===== src/rtl/multdiv_sequencer.sv =====
// multdiv_sequencer: multi-cycle signed multiply/divide unit for the execute stage.
// Radix-2 shift-add multiply and restoring shift-subtract divide on operand magnitudes.
// Sign and exception are applied in a final fix-up cycle. Latency is fixed at LATENCY
// edges from the accepting edge to data_resultRDY.
//
// Ports:
//   clock          - rising-edge clock
//   reset          - synchronous, active-high reset
//   data_operandA  - multiplicand / dividend (two's complement)
//   data_operandB  - multiplier / divisor (two's complement)
//   ctrl_MULT      - start multiply (accepted in IDLE/DONE when ctrl_DIV is low)
//   ctrl_DIV       - start divide (accepted in IDLE/DONE when ctrl_MULT is low)
//   data_result    - product low word / quotient, held until the next completion
//   data_exception - overflow / divide-by-zero flag, qualified by data_resultRDY
//   data_resultRDY - one-cycle completion pulse
//   busy           - high while an operation is in flight
module multdiv_sequencer #(
   parameter  int unsigned DATA_WIDTH = 32,
   localparam int unsigned LATENCY    = DATA_WIDTH + 2
) (
   input  logic                  clock,
   input  logic                  reset,
   input  logic [DATA_WIDTH-1:0] data_operandA,
   input  logic [DATA_WIDTH-1:0] data_operandB,
   input  logic                  ctrl_MULT,
   input  logic                  ctrl_DIV,
   output logic [DATA_WIDTH-1:0] data_result,
   output logic                  data_exception,
   output logic                  data_resultRDY,
   output logic                  busy
);

   localparam int unsigned W  = DATA_WIDTH;
   localparam int unsigned CW = $clog2(DATA_WIDTH);
   // Iterations end three edges before completion: load cycle, FIX, DONE.
   localparam logic [CW-1:0] CNT_LAST = CW'(LATENCY - 3);
   localparam logic [W-1:0]  ONE_W    = W'(1);
   localparam logic [W-1:0]  MIN_NEG  = {1'b1, {(W-1){1'b0}}};

   typedef enum logic [1:0] {IDLE, RUN, FIX, DONE} state_t;

   state_t          r_state, w_state_next;
   logic [W-1:0]    r_opa, r_opb;
   logic            r_is_div;
   logic            r_load;     // first RUN cycle prepares magnitudes
   logic [CW-1:0]   r_cnt;
   logic [2*W-1:0]  r_acc;      // mult: {hi, multiplier/lo}; div: low half holds dividend/quotient
   logic [W-1:0]    r_rem;
   logic [W-1:0]    r_mcand;    // |A| for multiply, |B| for divide
   logic [W-1:0]    r_result;
   logic            r_exc;

   logic            w_start;
   logic [W-1:0]    w_mag_a, w_mag_b;
   logic [W:0]      w_sum;
   logic [2*W:0]    w_mul_wide;
   logic [W:0]      w_shift, w_diff;
   logic            w_qbit;
   logic [W-1:0]    w_rem_next;
   logic            w_neg;
   logic [2*W-1:0]  w_prod;
   logic [W-1:0]    w_quo;
   logic [W-1:0]    w_fix_result;
   logic            w_fix_exc;

   assign w_start = (ctrl_MULT ^ ctrl_DIV) && ((r_state == IDLE) || (r_state == DONE));

   // |MIN_NEG| wraps to itself, which is the correct unsigned magnitude.
   assign w_mag_a = r_opa[W-1] ? (~r_opa + ONE_W) : r_opa;
   assign w_mag_b = r_opb[W-1] ? (~r_opb + ONE_W) : r_opb;

   // Multiply step: conditional add into the high word, then shift right with carry.
   assign w_sum      = r_acc[0] ? ({1'b0, r_acc[2*W-1:W]} + {1'b0, r_mcand})
                                : {1'b0, r_acc[2*W-1:W]};
   assign w_mul_wide = {w_sum, r_acc[W-1:0]};

   // Divide step: shift in the next dividend bit, trial-subtract, restore if negative.
   assign w_shift    = {r_rem, r_acc[W-1]};
   assign w_diff     = w_shift - {1'b0, r_mcand};
   assign w_qbit     = ~w_diff[W];
   assign w_rem_next = w_qbit ? w_diff[W-1:0] : w_shift[W-1:0];

   // Sign fix-up and exception detection.
   assign w_neg  = r_opa[W-1] ^ r_opb[W-1];
   assign w_prod = w_neg ? (~r_acc + {{W{1'b0}}, ONE_W}) : r_acc;
   assign w_quo  = w_neg ? (~r_acc[W-1:0] + ONE_W) : r_acc[W-1:0];

   always_comb begin
      w_fix_result = w_prod[W-1:0];
      w_fix_exc    = (w_prod[2*W-1:W] != {W{w_prod[W-1]}});
      if (r_is_div) begin
         w_fix_result = w_quo;
         w_fix_exc    = 1'b0;
         if (r_opb == '0) begin
            w_fix_result = '0;
            w_fix_exc    = 1'b1;
         end else if ((r_opa == MIN_NEG) && (r_opb == {W{1'b1}})) begin
            w_fix_exc    = 1'b1;
         end
      end
   end

   always_comb begin
      w_state_next = r_state;
      unique case (r_state)
         IDLE:    if (w_start) w_state_next = RUN;
         RUN:     if (!r_load && (r_cnt == CNT_LAST)) w_state_next = FIX;
         FIX:     w_state_next = DONE;
         DONE:    w_state_next = w_start ? RUN : IDLE;
         default: w_state_next = IDLE;
      endcase
   end

   always_ff @(posedge clock) begin
      if (reset) r_state <= IDLE;
      else       r_state <= w_state_next;
   end

   always_ff @(posedge clock) begin
      if (reset) begin
         r_opa    <= '0;
         r_opb    <= '0;
         r_is_div <= 1'b0;
         r_load   <= 1'b0;
         r_cnt    <= '0;
         r_acc    <= '0;
         r_rem    <= '0;
         r_mcand  <= '0;
         r_result <= '0;
         r_exc    <= 1'b0;
      end else if (w_start) begin
         r_opa    <= data_operandA;
         r_opb    <= data_operandB;
         r_is_div <= ctrl_DIV;
         r_load   <= 1'b1;
         r_cnt    <= '0;
      end else if (r_state == RUN) begin
         if (r_load) begin
            r_load  <= 1'b0;
            r_rem   <= '0;
            r_acc   <= {{W{1'b0}}, (r_is_div ? w_mag_a : w_mag_b)};
            r_mcand <= r_is_div ? w_mag_b : w_mag_a;
         end else begin
            r_cnt <= r_cnt + CW'(1);
            if (r_is_div) begin
               r_rem          <= w_rem_next;
               r_acc[W-1:0]   <= {r_acc[W-2:0], w_qbit};
            end else begin
               r_acc <= w_mul_wide[2*W:1];
            end
         end
      end else if (r_state == FIX) begin
         r_result <= w_fix_result;
         r_exc    <= w_fix_exc;
      end
   end

   assign data_result    = r_result;
   assign data_resultRDY = (r_state == DONE);
   assign data_exception = r_exc & (r_state == DONE);
   assign busy           = (r_state != IDLE);

endmodule


===== config.mk =====
export PLATFORM = sky130hd
export DESIGN_NAME = multdiv_sequencer
export DESIGN_NICKNAME = d
export VERILOG_FILES = /design/src/rtl/multdiv_sequencer.sv
export SDC_FILE = /design/constraint.sdc
export NUM_CORES = 1
export LEC_CHECK = 0
export CORE_MARGIN = 8
export CORE_UTILIZATION = 60
export DETAILED_ROUTE_END_ITERATION = 8
export PLACE_DENSITY_LB_ADDON = 0.08
export SYNTH_ARGS = -nofsm -noshare
export SYNTH_HDL_FRONTEND = slang
export SYNTH_SLANG_ARGS = --single-unit

===== constraint.sdc =====
create_clock -name clock -period 6.9 [get_ports clock]
set_input_delay 1.725 -clock clock [delete_from_list [all_inputs] [get_ports clock]]
set_output_delay 1.725 -clock clock [all_outputs]
set_load 0.1 [all_outputs]

==> flow_metrics.py <==
metrics = {
    "outcome": {
        "status": "finished, final reports clean",
    },
    "yosys": {
        "synthMuxAreaShare": 0.107,
        "postSynthCellCount": 2058,
        "synth-simple-area-share": 0.205,
        "synth_edf_count": 0,
        "ys_ff_latch": 234,
        "synth_compound_area_frac": 0.198,
        "synth_seq_area_share": 0.286,
        "syn_area_um2": 16400,
        "synth_cell_types": 78,
        "synthFlopType": "dfxtp_1",
        "syn_nets": 2203,
        "async_flop_share": 0,
        "yosysWarnings": 0,
        "synth-adder-area-share": 0.0596,
        "synth_xor_area_frac": 0.0949,
        "synth_top_family_by_area": "simple AND/OR/NAND/NOR gates",
        "postSynthAreaPerCell_um2": 7.97,
    },
    "layout": {
        "nNetsFinal": 2218,
        "fillers": 2253,
        "drive_above_1_share": 0.0636,
        "syn_to_final_growth_pct": 11.7,
        "seq_area_um2": 4680,
        "diodes": 0,
        "multi_input_area_um2": 11000,
    },
    "clock_network": {
        "cts_htree_levels": 1,
        "clock-sinks": 234,
        "cts_tree": "yes",
        "numCtsBuffers": 27,
        "post_cts_resized": 0,
        "cts_buffer_depth": 3,
        "ctsHoldBuffers": 0,
        "clk_pin_slew_worst_paths_ps": 60,
        "cts-root-buf": "clkbuf_16",
        "clk-insertion-delay-late_ps": 550,
        "post-cts-setup-buffers": 0,
    },
    "sta": {
        "tightestPinTransition_ps": 1320,
        "hold_violations": 0,
        "fin_ws_ps": 2440,
        "finalSetupViolations": 0,
        "timing.setup.tns_ps": 0,
        "drv_slew": 0,
        "fin_crit_ps": 4460,
        "relSlewSlack": 0.109,
        "fmax_mhz": 224,
        "finClkSkew_ps": 15.8,
        "rsz0062_at_grt": "no",
        "min_period_over_period": 0.647,
    },
    "grt": {
        "overflow": 0,
        "grt_pass1_vias": 14100,
        "grt_usage": 0.273,
        "grt_max_degree": 85,
        "antenna_found_initial": 1,
        "grt_pass1_wl_um": 74600,
    },
    "routing": {
        "ant_nets": 0,
        "avgRoutedWirePerCell_um": 19.2,
        "routed_via_density": 6.29,
        "drc": 0,
        "drt_iter0_drc": 1551,
        "dr_total_vias": 15300,
        "first_pass_iters": 6,
        "wl_um": 46700,
    },
    "pwr": {
        "vdd_drop_max_v": 0.000369,
        "power_density_nw_per_um2": 387,
        "leakage_nw": 7.29,
    },
    "worst_setup_path": {
        "end_kind": "flip-flop",
        "criticalPathCategory": "reg -> reg",
        "path_max_fanout": 10,
        "cp.arrival_ps": 4900,
        "cp-start-kind": "flip-flop",
        "crit_required_ps": 7340,
    },
    "floorplan": {
        "rows": 60,
        "die_area_um2": 32900,
        "io_pins": 103,
        "start_util": 0.610,
        "core_area_um2": 26900,
        "die_y_um": 181,
        "die_w_um": 181,
    },
    "placed_design": {
        "dp_hpwl_um": 35000,
        "numPortBuffers": 102,
        "pre_cts_ws_ps": 2370,
        "place_congestion": 0.974,
    },
    "job": {
        "maxCapViolCount": 0,
    },
    "worst_hold_path": {
        "worstHoldPathType": "reg -> reg",
    },
}
==> power breakdown <==
group / switching (mW) / internal [mW]
clock network: 0.584 / 0.751
registers: 0.221 / 1.50
logic: 2.48 / 1.54
==> cells in the mapped netlist (all sizes together) (9+ instances only) <==
master	number	area, um^2
nand2	263	987
dfxtp	234	4680
a21oi	177	893
nor2	168	631
xnor2	126	1120
clkbuf	111	417
o21ai	107	536
mux2i	85	851
ha	75	938
inv	74	278
xor2	50	438
nor3	45	236
nor2b	44	275
a21o	35	263
nand3	34	170
a22oi	31	233
mux4	31	698
o31ai	30	225
nor4	26	190
a31oi	23	144
o22ai	22	138
nand4	21	131
and3	20	125
buf	20	104
mux2	19	214
nand2b	19	119
or4	19	150
or3	15	93.8
o21a	12	90.1
o211ai	11	82.6
and2	10	65.1
a211oi	9	67.6
a21boi	9	67.6
o41ai	9	78.8
==> registers in the layout, indices dropped and copies added (netlist names), 2 cells and up <==
signal / count
r_acc: 64
data_result: 32
r_mcand: 32
r_opa: 32
r_opb: 32
r_rem: 32
r_cnt: 5
r_state: 2
==> layout by cell type, fill, tap and decap left out, types with 23 or more instances in the layout <==
cell type,n
xnor2_1,123
clkdlybuf4s50_1,101
nor3_1,44
nand3_1,34
nor2b_1,44
mux2i_1,85
a22oi_1,31
ha_1,74
nor4_1,23
o31ai_1,30
dfxtp_1,234
a21o_1,35
mux4_2,31
nor2_1,167
xor2_1,48
clkbuf_16,27
nand2_1,263
o21ai_0,107
a21oi_1,175
inv_1,73
==> per-stage QoR <==
| step | std cells | area (um^2) | hold slack (ps) | util | power, mW |
|---|---|---|---|---|---|
| final | 2432 | 18300 | 477 | 0.681 | 7.08 |
| after global routing | 2432 | 18300 | 508 | 0.681 | 7.53 |
| after CTS | 2432 | 18300 | 473 | 0.681 | 7.05 |
| after detailed placement | 2385 | 17500 | 465 | 0.651 | 5.71 |
| after global placement | 2385 | 17500 | 458 | 0.651 | 5.63 |
| after floorplan | 2058 | 16400 | 445 | - | 4.78 |
==> metal layers <==
layer  global-route usage  vias to the layer above  part of all wire
li1                     -                     7395                 -
met1                0.386                     7210              0.45
met2                0.404                      600              0.42
met3               0.0556                      100             0.090
met4                0.102                        2             0.036
met5                    0                        -           0.00028
==> critical path: stages, from the launching register on <==
cell and delay (ps):
dfxtp_1 430, nor4_1 1140, nand3_1 520, nor4_4 630
a21oi_1 160, xnor2_1 170, nor4_1 280, a21oi_1 90
or4_1 570, nor4b_2 240, a31oi_1 110
==> layout make-up <==
| type | count | share of cell area |
|---|---|---|
| repair buffers | 117 | 0.0620 |
| inverters | 74 | 0.0152 |
| clock inverters | 11 | 0.00396 |
| multi-input cells | 1619 | 0.599 |
| clock buffers | 36 | 0.0404 |
| well taps | 341 | 0.0233 |
| flip-flops and latches | 234 | 0.256 |
==> cell families after synthesis <==
group | Yosys count
and+or+nand+nor | 707
AOI/OAI and AO/OA | 524
DFF | 234
buffers and inverters | 205
xor gates and xnor gates | 176
muxes | 135
adders and majority gates | 77
==> worst paths after layout <==
| path | from | to | slack [ps] | depth (start not counted) |
|---|---|---|---|---|
| min | data_result[31] | data_result[31] | 480 | 2 |
| max | r_acc[28] | r_exc | 2440 | 10 |
| max reg2reg | r_acc[28] | r_exc | 2440 | 10 |
| min reg2reg | data_result[31] | data_result[31] | 480 | 2 |
No activity file was read; power rests on OpenSTA's default activity.
